$ cat src/rtl/alap_arbiter.sv
// Round-robin front end that shares one alap engine between NREQ requesters.
// Launches the winner's operands, waits for done or timeout, then acks the owner.
module alap_arbiter #(
   parameter int WIDTH   = 32,
   parameter int NREQ    = 4,
   parameter int TIMEOUT = 64
) (
   input  logic                       clk,
   input  logic                       rst,
   input  logic [NREQ-1:0]            req,
   input  logic [NREQ*WIDTH-1:0]      req_in0,
   input  logic [NREQ*WIDTH-1:0]      req_in1,
   output logic [NREQ-1:0]            ack,
   output logic [WIDTH-1:0]           rsp_data,
   output logic                       rsp_err,
   output logic [$clog2(NREQ)-1:0]    grant_id,
   output logic                       busy,
   output logic [2:0]                 CS,
   output logic                       alap_go,
   output logic [WIDTH-1:0]           alap_in0,
   output logic [WIDTH-1:0]           alap_in1,
   output logic                       alap_abort,
   input  logic [WIDTH-1:0]           alap_out,
   input  logic                       alap_done
);

   localparam int IDW = $clog2(NREQ);
   localparam int CW  = $clog2(TIMEOUT);

   typedef enum logic [2:0] {
      IDLE   = 3'd0,
      LAUNCH = 3'd1,
      WAIT   = 3'd2,
      RESP   = 3'd3,
      DRAIN  = 3'd4
   } state_t;

   state_t            state_q, state_d;
   logic [IDW-1:0]    ptr_q, ptr_d;
   logic [IDW-1:0]    grant_q, grant_d;
   logic [WIDTH-1:0]  in0_q, in0_d;
   logic [WIDTH-1:0]  in1_q, in1_d;
   logic [WIDTH-1:0]  data_q, data_d;
   logic [CW-1:0]     cnt_q, cnt_d;
   logic [NREQ-1:0]   ack_q, ack_d;
   logic              err_q, err_d;
   logic              go_q, go_d;
   logic              abort_q, abort_d;

   logic [2*NREQ-1:0] req_dbl;
   logic [NREQ-1:0]   req_rot;
   logic [IDW:0]      start;
   logic [IDW-1:0]    off;
   logic [IDW+1:0]    sum;
   logic [IDW-1:0]    win_idx;
   logic              win_vld;
   logic [WIDTH-1:0]  win_in0;
   logic [WIDTH-1:0]  win_in1;
   logic              timeout;

   // Rotate so the slot after the last winner sits at bit 0, then find first set.
   always_comb begin
      req_dbl = {req, req};
      start   = {1'b0, ptr_q} + (IDW+1)'(1);
      req_rot = req_dbl[start +: NREQ];
      off     = '0;
      for (int i = NREQ-1; i >= 0; i--) begin
         if (req_rot[i]) off = IDW'(i);
      end
      sum = {1'b0, start} + {2'b00, off};
      if (sum >= (IDW+2)'(NREQ)) sum = sum - (IDW+2)'(NREQ);
      win_idx = sum[IDW-1:0];
      win_vld = |req;
      win_in0 = '0;
      win_in1 = '0;
      for (int i = 0; i < NREQ; i++) begin
         if (IDW'(i) == win_idx) begin
            win_in0 = req_in0[i*WIDTH +: WIDTH];
            win_in1 = req_in1[i*WIDTH +: WIDTH];
         end
      end
   end

   assign timeout = (cnt_q == CW'(TIMEOUT-1));

   always_ff @(posedge clk or negedge rst) begin
      if (!rst) begin
         state_q <= IDLE;
         ptr_q   <= IDW'(NREQ-1);
         grant_q <= '0;
         in0_q   <= '0;
         in1_q   <= '0;
         data_q  <= '0;
         cnt_q   <= '0;
         ack_q   <= '0;
         err_q   <= 1'b0;
         go_q    <= 1'b0;
         abort_q <= 1'b0;
      end else begin
         state_q <= state_d;
         ptr_q   <= ptr_d;
         grant_q <= grant_d;
         in0_q   <= in0_d;
         in1_q   <= in1_d;
         data_q  <= data_d;
         cnt_q   <= cnt_d;
         ack_q   <= ack_d;
         err_q   <= err_d;
         go_q    <= go_d;
         abort_q <= abort_d;
      end
   end

   // A done seen in IDLE is stale from the previous owner, so it blocks a grant.
   always_comb begin
      state_d = state_q;
      unique case (state_q)
         IDLE:    if (win_vld && !alap_done) state_d = LAUNCH;
         LAUNCH:  state_d = WAIT;
         WAIT:    if (alap_done || timeout) state_d = RESP;
         RESP:    state_d = DRAIN;
         DRAIN:   if (!alap_done) state_d = IDLE;
         default: state_d = IDLE;
      endcase
   end

   // Pulses are computed one cycle early so they leave the block registered.
   always_comb begin
      ptr_d   = ptr_q;
      grant_d = grant_q;
      in0_d   = in0_q;
      in1_d   = in1_q;
      cnt_d   = cnt_q;
      data_d  = '0;
      err_d   = 1'b0;
      abort_d = 1'b0;
      ack_d   = '0;
      go_d    = 1'b0;
      unique case (state_q)
         IDLE: begin
            if (state_d == LAUNCH) begin
               grant_d = win_idx;
               ptr_d   = win_idx;
               in0_d   = win_in0;
               in1_d   = win_in1;
               go_d    = 1'b1;
            end
         end
         LAUNCH: cnt_d = '0;
         WAIT: begin
            cnt_d = cnt_q + CW'(1);
            if (alap_done) begin
               data_d = alap_out;
               ack_d  = NREQ'(1) << grant_q;
            end else if (timeout) begin
               err_d   = 1'b1;
               abort_d = 1'b1;
               ack_d   = NREQ'(1) << grant_q;
            end
         end
         default: ;
      endcase
   end

   assign ack        = ack_q;
   assign rsp_data   = data_q;
   assign rsp_err    = err_q;
   assign grant_id   = grant_q;
   assign busy       = (state_q != IDLE);
   assign CS         = state_q;
   assign alap_go    = go_q;
   assign alap_in0   = in0_q;
   assign alap_in1   = in1_q;
   assign alap_abort = abort_q;

endmodule
$ cat config.mk
export PLATFORM = sky130hd
export DESIGN_NAME = alap_arbiter
export DESIGN_NICKNAME = d
export VERILOG_FILES = /design/src/rtl/alap_arbiter.sv
export SDC_FILE = /design/constraint.sdc
export NUM_CORES = 1
export LEC_CHECK = 0
export BUFFER_PORTS_ARGS = -buffer_cell sky130_fd_sc_hd__buf_2
export CAP_MARGIN = 10
export CORE_AREA = 2 2 155 157
export CTS_BUF_LIST = sky130_fd_sc_hd__clkbuf_8
export DETAILED_ROUTE_END_ITERATION = 12
export DIE_AREA = 0 0 157 159
export PLACE_DENSITY = 0.66
export SYNTH_ARGS = -nofsm -noshare
export SYNTH_HDL_FRONTEND = slang
export SYNTH_SLANG_ARGS = --single-unit
export TNS_END_PERCENT = 30
$ cat constraint.sdc
create_clock -name clk -period 5.8 [get_ports clk]
set_clock_uncertainty 0.15 [all_clocks]
set_input_delay 0 -clock clk [delete_from_list [all_inputs] [get_ports clk]]
set_output_delay 0 -clock clk [all_outputs]
set_load 0.005 [all_outputs]
==> results of run 1 <==
## final timing paths
check / start / to / slack, ps / depth (start not counted)
min: rst / rsp_data[8] / 30 / 2
min reg2reg: alap_in0[11] / alap_in0[11] / 340 / 2
max reg2reg: ptr_q[1] / alap_in0[10] / 1100 / 11
min in group clk: req_in0[43] / alap_in0[11] / 60 / 5
max in group asynchronous: rst / alap_in0[13] / 4090 / 3
max: ptr_q[1] / alap_in0[10] / 1100 / 11
## cells in the mapped netlist
library cell  instances
mux2i_1             259
nor3_1              257
dfrtp_1             113
nand2_1              75
nand3_1              66
clkbuf_1             51
and2_1               32
buf_6                24
buf_2                15
nor2_1               10
o21ai_0               9
buf_1                 6
inv_1                 6
and3_1                4
buf_4                 4
a22o_1                3
o32ai_1               3
or2_2                 3
xnor2_1               3
a21oi_1               2
dfstp_2               2
ha_1                  2
mux2_2                2
nor3b_1               2
or3_1                 2
a21boi_0              1
a31oi_1               1
a32o_1                1
a32oi_1               1
and3b_1               1
buf_8                 1
nor2b_1               1
nor4_1                1
or3_4                 1
xor2_1                1
## registers in the layout, summed over array words and instances, names as in the netlist, 2 cells and up
name	count
ack	4
alap_in1	32
CS	3
alap_in0	32
grant_id	2
cnt_q	6
ptr_q	2
rsp_data	32
## per-layer routing
layer | GRT usage | routed length [um]
met5 | 0 | 0
met1 | 0.279 | 12500
met3 | 0.0593 | 1980
met4 | 0.100 | 1020
met2 | 0.426 | 15400
## stage by stage
stage,hold WS [ps],setup slack (ps),power (mW)
2_1_floorplan,-446,2890,4.22
3_3_place_gp,4.78,2270,5.16
3_5_place_dp,5.07,2170,5.21
4_1_cts,31.2,1150,6.93
5_1_grt,72.1,802,7.47
6_report,29.7,1100,6.98
## logic make-up after synthesis
kind of cell | Yosys count | share of synthesized area
AO/OA/AOI/OAI | 21 | 0.0164
XOR/XNOR | 4 | 0.00409
adder cells (fa/ha/maj) | 2 | 0.00292
buffers and inverters | 107 | 0.0732
flip-flops | 115 | 0.336
multiplexers | 261 | 0.305
AND/OR/NAND/NOR | 455 | 0.262
## final cells by class
cell class | instances | area [um2]
inverter | 6 | 22.5
fill | 2006 | 9940
multi-input combinational | 743 | 5120
clock inverter | 15 | 176
clock buffer | 17 | 234
tap | 319 | 399
sequential | 115 | 2880
timing repair buffer | 640 | 4430
## where the power goes
group / switching (mW) / internal [mW] / leakage, nW / total (mW)
Clock: 0.463 / 0.333 / 0.208 / 0.796
Combinational: 2.60 / 2.29 / 5.49 / 4.89
Sequential: 0.192 / 1.10 / 1.48 / 1.29
Total: 3.25 / 3.73 / 7.18 / 6.98
## worst register-to-register path, delay by kind of cell, from the launching register on
kind	cells	cell delay, ps
simple gates	2	120
compound gates	3	450
buf+inv	3	1730
fa+ha+maj	1	990
mux	2	450
flops	1	700
==> run metrics, run 1 <==
Post-Syn Nets=1262; CP required=5980 ps; DIE AREA=25000 um2; share of cells above drive strength 1=0.299; cts-stage hold buffer count=226; initial antenna violation count=0; pin count of the biggest net entering global routing=144; Crit path largest cell delay=990 ps; achievable frequency=0.213 GHz; buffer count from post-CTS setup fixing=0; n_diodes=0; Worst Path Buf+Inv=3; row cnt=56; CP most frequent cell=dlygate4sd3_1; DRC violations left=0; final std cells w/o fill=1855; vias per cell=5.13; DRT Pass-1 Iters=5; CTS Buffer Depth=2; path category of the worst min-delay check=primary input to asynchronous set/reset pin; port buffer count=403; Syn. warnings=0; core area=23200 um2; post-layout util=0.572; dpl hpwl=18.4 mm; GRT Residual Overflow=0; Final ANT Viol Nets=0; CP cell instances=o21ai_0, a21oi_1, o32ai_1, ha_4, mux2i_1, dlygate4sd3_1, nor3_1, mux2i_1, dlygate4sd3_1, nand3_1, dlygate4sd3_1; Die Y=159 um; First DRT Iteration DRCs=489; critical path's slowest cell=ha_4; FF+latch count, synth=115; post-route setup TNS=0 ps; critical path class=register to register; most frequent cells in the layout=buf_2, mux2i_1, nor3_1; Ports=404; first-pass GRT wire length=48.5 mm; CTS Buf Count=17; H-Tree Level Count=4; Post-DP Area=10600 um2; clock latency on the worst-skew pair=440 ps; most common cell after layout, fill and taps aside=buf_2; leak pwr=7.18 nW; Peak VDD IR=0.570 mV; Unique masters post-synth=35; Initial Util=0.369; GP Congestion=0.808; synthesized netlist cell count=965; clock tree from TritonCTS=done; Final #Nets=1820; number of global-route vias before repair=9747; largest cells by area after synthesis=dfrtp_1, mux2i_1, nor3_1; Syn Area/Cell=8.87 um2; Synth top area share=0.330; WL final=30.9 mm; Routed WL per cell=16.7 um; Least-Margin Pin Slew=1190 ps; clk slew on worst S/H paths=100 ps; Clock Tree Root=clkbuf_8; CP Max Fanout=59; placed insts=1597; outcome=finished, final reports clean; Setup-failing EPs final=0; critical path's top delay family=buffers and inverters; area of the mapped netlist=8560 um2; crit start category=register; Final period util=0.811; Fin. Hold Viols=0; top cell type by total area after synthesis=dfrtp_1; Worst slew margin=0.204; Post-CTS Resized=0; RSZ-0062 raised after global routing=no; crit path DAT=4880 ps; sequential share of the synthesized area=0.336; Slew Viols, Final=0; Die X=157 um; CTS Sinks=115; Max Cap Violations=0; Power per Cell Area=526 nW/um2; layout overhead on the synthesized area=54.8%; fin area=13300 um2; Total GRT Usage=0.242; fin crit period=4700 ps; Worst setup EP type=register; Vias=9512
No activity file was read; power rests on OpenSTA's default activity.
==> inputs of run 2 (changes only) <==
--- a/config.mk
+++ b/config.mk
@@ -5,13 +5,13 @@
 export SDC_FILE = /design/constraint.sdc
 export NUM_CORES = 1
 export LEC_CHECK = 0
+export ABC_AREA = 1
 export BUFFER_PORTS_ARGS = -buffer_cell sky130_fd_sc_hd__buf_2
 export CAP_MARGIN = 10
-export CORE_AREA = 2 2 155 157
+export CORE_AREA = 2 2 156 158
 export CTS_BUF_LIST = sky130_fd_sc_hd__clkbuf_8
 export DETAILED_ROUTE_END_ITERATION = 12
-export DIE_AREA = 0 0 157 159
-export PLACE_DENSITY = 0.66
+export DIE_AREA = 0 0 158 160
 export SYNTH_ARGS = -nofsm -noshare
 export SYNTH_HDL_FRONTEND = slang
 export SYNTH_SLANG_ARGS = --single-unit
==> constraint.sdc (replaced) <==
create_clock -name clk -period 4.8 [get_ports clk]
set_clock_uncertainty 0.15 [all_clocks]
set_input_delay 0 -clock clk [delete_from_list [all_inputs] [get_ports clk]]
set_output_delay 0 -clock clk [all_outputs]
set_load 0.005 [all_outputs]
==> run 2 against run 1 <==
  * Critical path type unchanged
  * Count of clock-buffer cells in the layout is the same
  * Cell count grew 8.7%
  * Largest power group unchanged
  * First-iteration DRC count grew 20%
  * Setup slack lost 690 ps
==> run metrics, run 2 <==
Die Y=160 um (was 159 um); multi-input logic area=3100 um2 (was 5120 um2); CP Max Fanout=103 (was 59); CP required=5000 ps (was 5980 ps); clk slew on worst S/H paths=100 ps (about the same); Initial Util=0.287 (was 0.369); row cnt=57 (was 56); Total GRT Usage=0.225 (was 0.242); Power per Cell Area=829 nW/um2 (was 526 nW/um2); WL final=29.4 mm (was 30.9 mm); most common cell after layout, fill and taps aside=nand2_1 (was buf_2); Max Cap Violations=0 (unchanged); Ports=404 (unchanged); Post-DP Area=9070 um2 (was 10600 um2); count leader, synth=nand2_1 (was mux2i_1); R2R Setup Slk=410 ps (was 1100 ps); Slew Viols, Final=0 (unchanged); crit path DAT=4590 ps (was 4880 ps); CTS Buf Count=17 (unchanged); R2R depth=16 (was 11); number of fillers in the final layout=2387 (was 2006); CTS Sinks=115 (unchanged); Peak VDD IR=0.637 mV (was 0.570 mV); Die X=158 um (was 157 um); buffer count from post-CTS setup fixing=0 (unchanged); path category of the worst min-delay check=primary input to asynchronous set/reset pin (unchanged); crit start category=register (unchanged); outcome=finished, final reports clean (unchanged); DRT Pass-1 Iters=5 (unchanged); Primary FF master, synth=dfrtp_1 (unchanged); CTS Buffer Depth=2 (unchanged); RSZ-0062 raised after global routing=no (unchanged); Post-Syn Nets=1354 (was 1262); First DRT Iteration DRCs=586 (was 489); placed insts=1730 (was 1597); Final ANT Viol Nets=0 (unchanged); RR Startpoint=ptr_q[0] (was ptr_q[1]); Gate power share=0.750 (was 0.701); Reg power frac=0.153 (was 0.185); number of synthesized flops with an enable pin=0 (unchanged); most frequent cells in the layout=nand2_1, buf_2, dlygate4sd3_1 (was buf_2, mux2i_1, nor3_1); Setup-failing EPs final=0 (unchanged); Sw Share=0.484 (was 0.466); final std cells w/o fill=2016 (was 1855); DIE AREA=25300 um2 (was 25000 um2); clock latency on the worst-skew pair=440 ps (about the same); tightest hold margin=74.3 ps (was 29.7 ps); Fin. Hold Viols=0 (unchanged); Syn Area/Cell=6.47 um2 (was 8.87 um2); Cell Int Power=5.14 mW (was 3.73 mW); sequential share of the synthesized area=0.421 (was 0.336); vias per cell=4.56 (was 5.13); Final period util=0.915 (was 0.811); achievable frequency=0.228 GHz (was 0.213 GHz); H-Tree Level Count=4 (unchanged); synthesized netlist cell count=1057 (was 965); first-pass GRT wire length=44.8 mm (was 48.5 mm); area of the mapped netlist=6840 um2 (was 8560 um2); Worst slew margin=0.302 (was 0.204); number of global-route vias before repair=9050 (was 9747); Unique masters post-synth=33 (was 35); Final #Nets=1973 (was 1820); layout overhead on the synthesized area=75.5% (was 54.8%); critical path class=register to register (unchanged); fin crit period=4390 ps (was 4700 ps); Synth top area share=0.413 (was 0.330); Clock Tree Root=clkbuf_8 (unchanged); pin count of the biggest net entering global routing=104 (was 144); GRT Residual Overflow=0 (unchanged); Sw Pwr=4.82 mW (was 3.25 mW); power share of the clock group=0.096 (was 0.114); post-route setup TNS=0 ps (unchanged); dpl hpwl=18.9 mm (was 18.4 mm); top cell type by total area after synthesis=dfrtp_1 (unchanged); Vias=9200 (was 9512); Routed WL per cell=14.6 um (was 16.7 um); port buffer count=403 (unchanged); fin area=12000 um2 (was 13300 um2); FF+latch count, synth=115 (unchanged); reg2reg end=alap_in1[25] (was alap_in0[10]); GP Congestion=0.906 (was 0.808); leak pwr=6.75 nW (was 7.18 nW); Syn. warnings=0 (unchanged); largest cells by area after synthesis=dfrtp_1, nand2_1, nand3_1 (was dfrtp_1, mux2i_1, nor3_1); DRC violations left=0 (unchanged); post-synthesis async set-or-reset flop share=1.00 (unchanged); share of cells above drive strength 1=0.274 (was 0.299); core area=23800 um2 (was 23200 um2); clock tree from TritonCTS=done (unchanged); Worst setup EP type=register (unchanged); initial antenna violation count=4 (was 0); Least-Margin Pin Slew=1050 ps (was 1190 ps); FF/Latch Area=2880 um2 (unchanged); Synth top cells by count=nand2_1, inv_1, nand3_1, dfrtp_1, o21ai_0 (was mux2i_1, nor3_1, dfrtp_1, nand2_1, nand3_1)
==> run 2: cell types whose count changed after synthesis, sizes merged, moves of 10 or more <==
cell,previous run,this run
nand2,75,454
mux2i,259,0
nor3,257,5
inv,6,153
nand3,66,141
o21ai,9,66
and2,32,0
nor2,10,42
buf,50,22
clkbuf,51,41
==> run 2: metal layers <==
layer / vias to the layer above / share of wire / routed length, um / track usage
li1: 4474 / - / - / -
met1: 4282 / 0.41 / 12000 / 0.261
met2: 361 / 0.49 / 14400 / 0.393
met3: 81 / 0.066 / 1940 / 0.0491
met4: 2 / 0.036 / 1060 / 0.101
met5: - / 0.00044 / 13 / 0
==> run 2: critical path: stages (launching register included) <==
cell	delay, ps
dfstp_2	580
inv_2	70
nand2_1	90
nand3_1	80
nand2_1	90
nand3_1	70
nand2_1	60
nand2_1	50
ha_2	700
clkinv_2	130
buf_4	440
o21ai_0	360
nand3_1	140
dlygate4sd3_1	570
nand2_1	60
dlygate4sd3_1	550
nand2_1	60
==> run 2: worst max-delay path by stage <==
| stage | start | end |
|---|---|---|
| 6_report | ptr_q[0] | alap_in1[25] |
| 5_1_grt | ptr_q[0] | alap_in1[20] |
| 4_1_cts | ptr_q[0] | alap_in0[17] |
| 3_5_place_dp | ptr_q[0] | alap_in0[17] |
| 3_3_place_gp | ptr_q[0] | alap_in0[18] |
| 2_1_floorplan | ptr_q[0] | alap_in0[26] |
==> run 2: power by group through the flow <==
stage | registers, mW | logic (mW) | clock network, mW
global route | 1.56 | 8.22 | 1.04
finish | 1.53 | 7.47 | 0.959
CTS | 1.52 | 7.35 | 0.996
floorplan | 1.56 | 3.80 | 0
detailed placement | 1.54 | 5.43 | 0
global placement | 1.53 | 5.37 | 0
==> run 2: timing repair <==
action	CTS	global route
endpoints found under the hold margin	170	0
resized for setup	0	2
setup endpoints to repair	0	24
hold buffers	251	0
==> run 2: logic make-up after synthesis <==
kind of cell	count (synthesis)	synth area share
flip-flops	115	0.421
AND/OR/NAND/NOR	649	0.389
multiplexers	1	0.00165
adder cells (fa/ha/maj)	2	0.00366
XOR/XNOR	1	0.00128
AO/OA/AOI/OAI	72	0.0547
buffers and inverters	217	0.129
==> run 2: through the flow <==
step / power, mW / setup slack, ps / util
final: 9.96 / 409 / 0.504
after global placement: 6.90 / 1380 / 0.381
after CTS: 9.87 / 228 / 0.504
after floorplan: 5.35 / 2230 / -
after detailed placement: 6.97 / 1310 / 0.381
after global routing: 10.8 / 122 / 0.504
==> run 2: layout make-up <==
class | instances | area share
Clock buffer | 17 | 0.0195
Inverter | 154 | 0.0484
Clock inverter | 15 | 0.0149
Antenna cell | 3 | 0.000625
Multi-Input combinational cell | 725 | 0.258
Sequential cell | 115 | 0.240
Timing Repair Buffer | 663 | 0.385
Tap cell | 324 | 0.0337
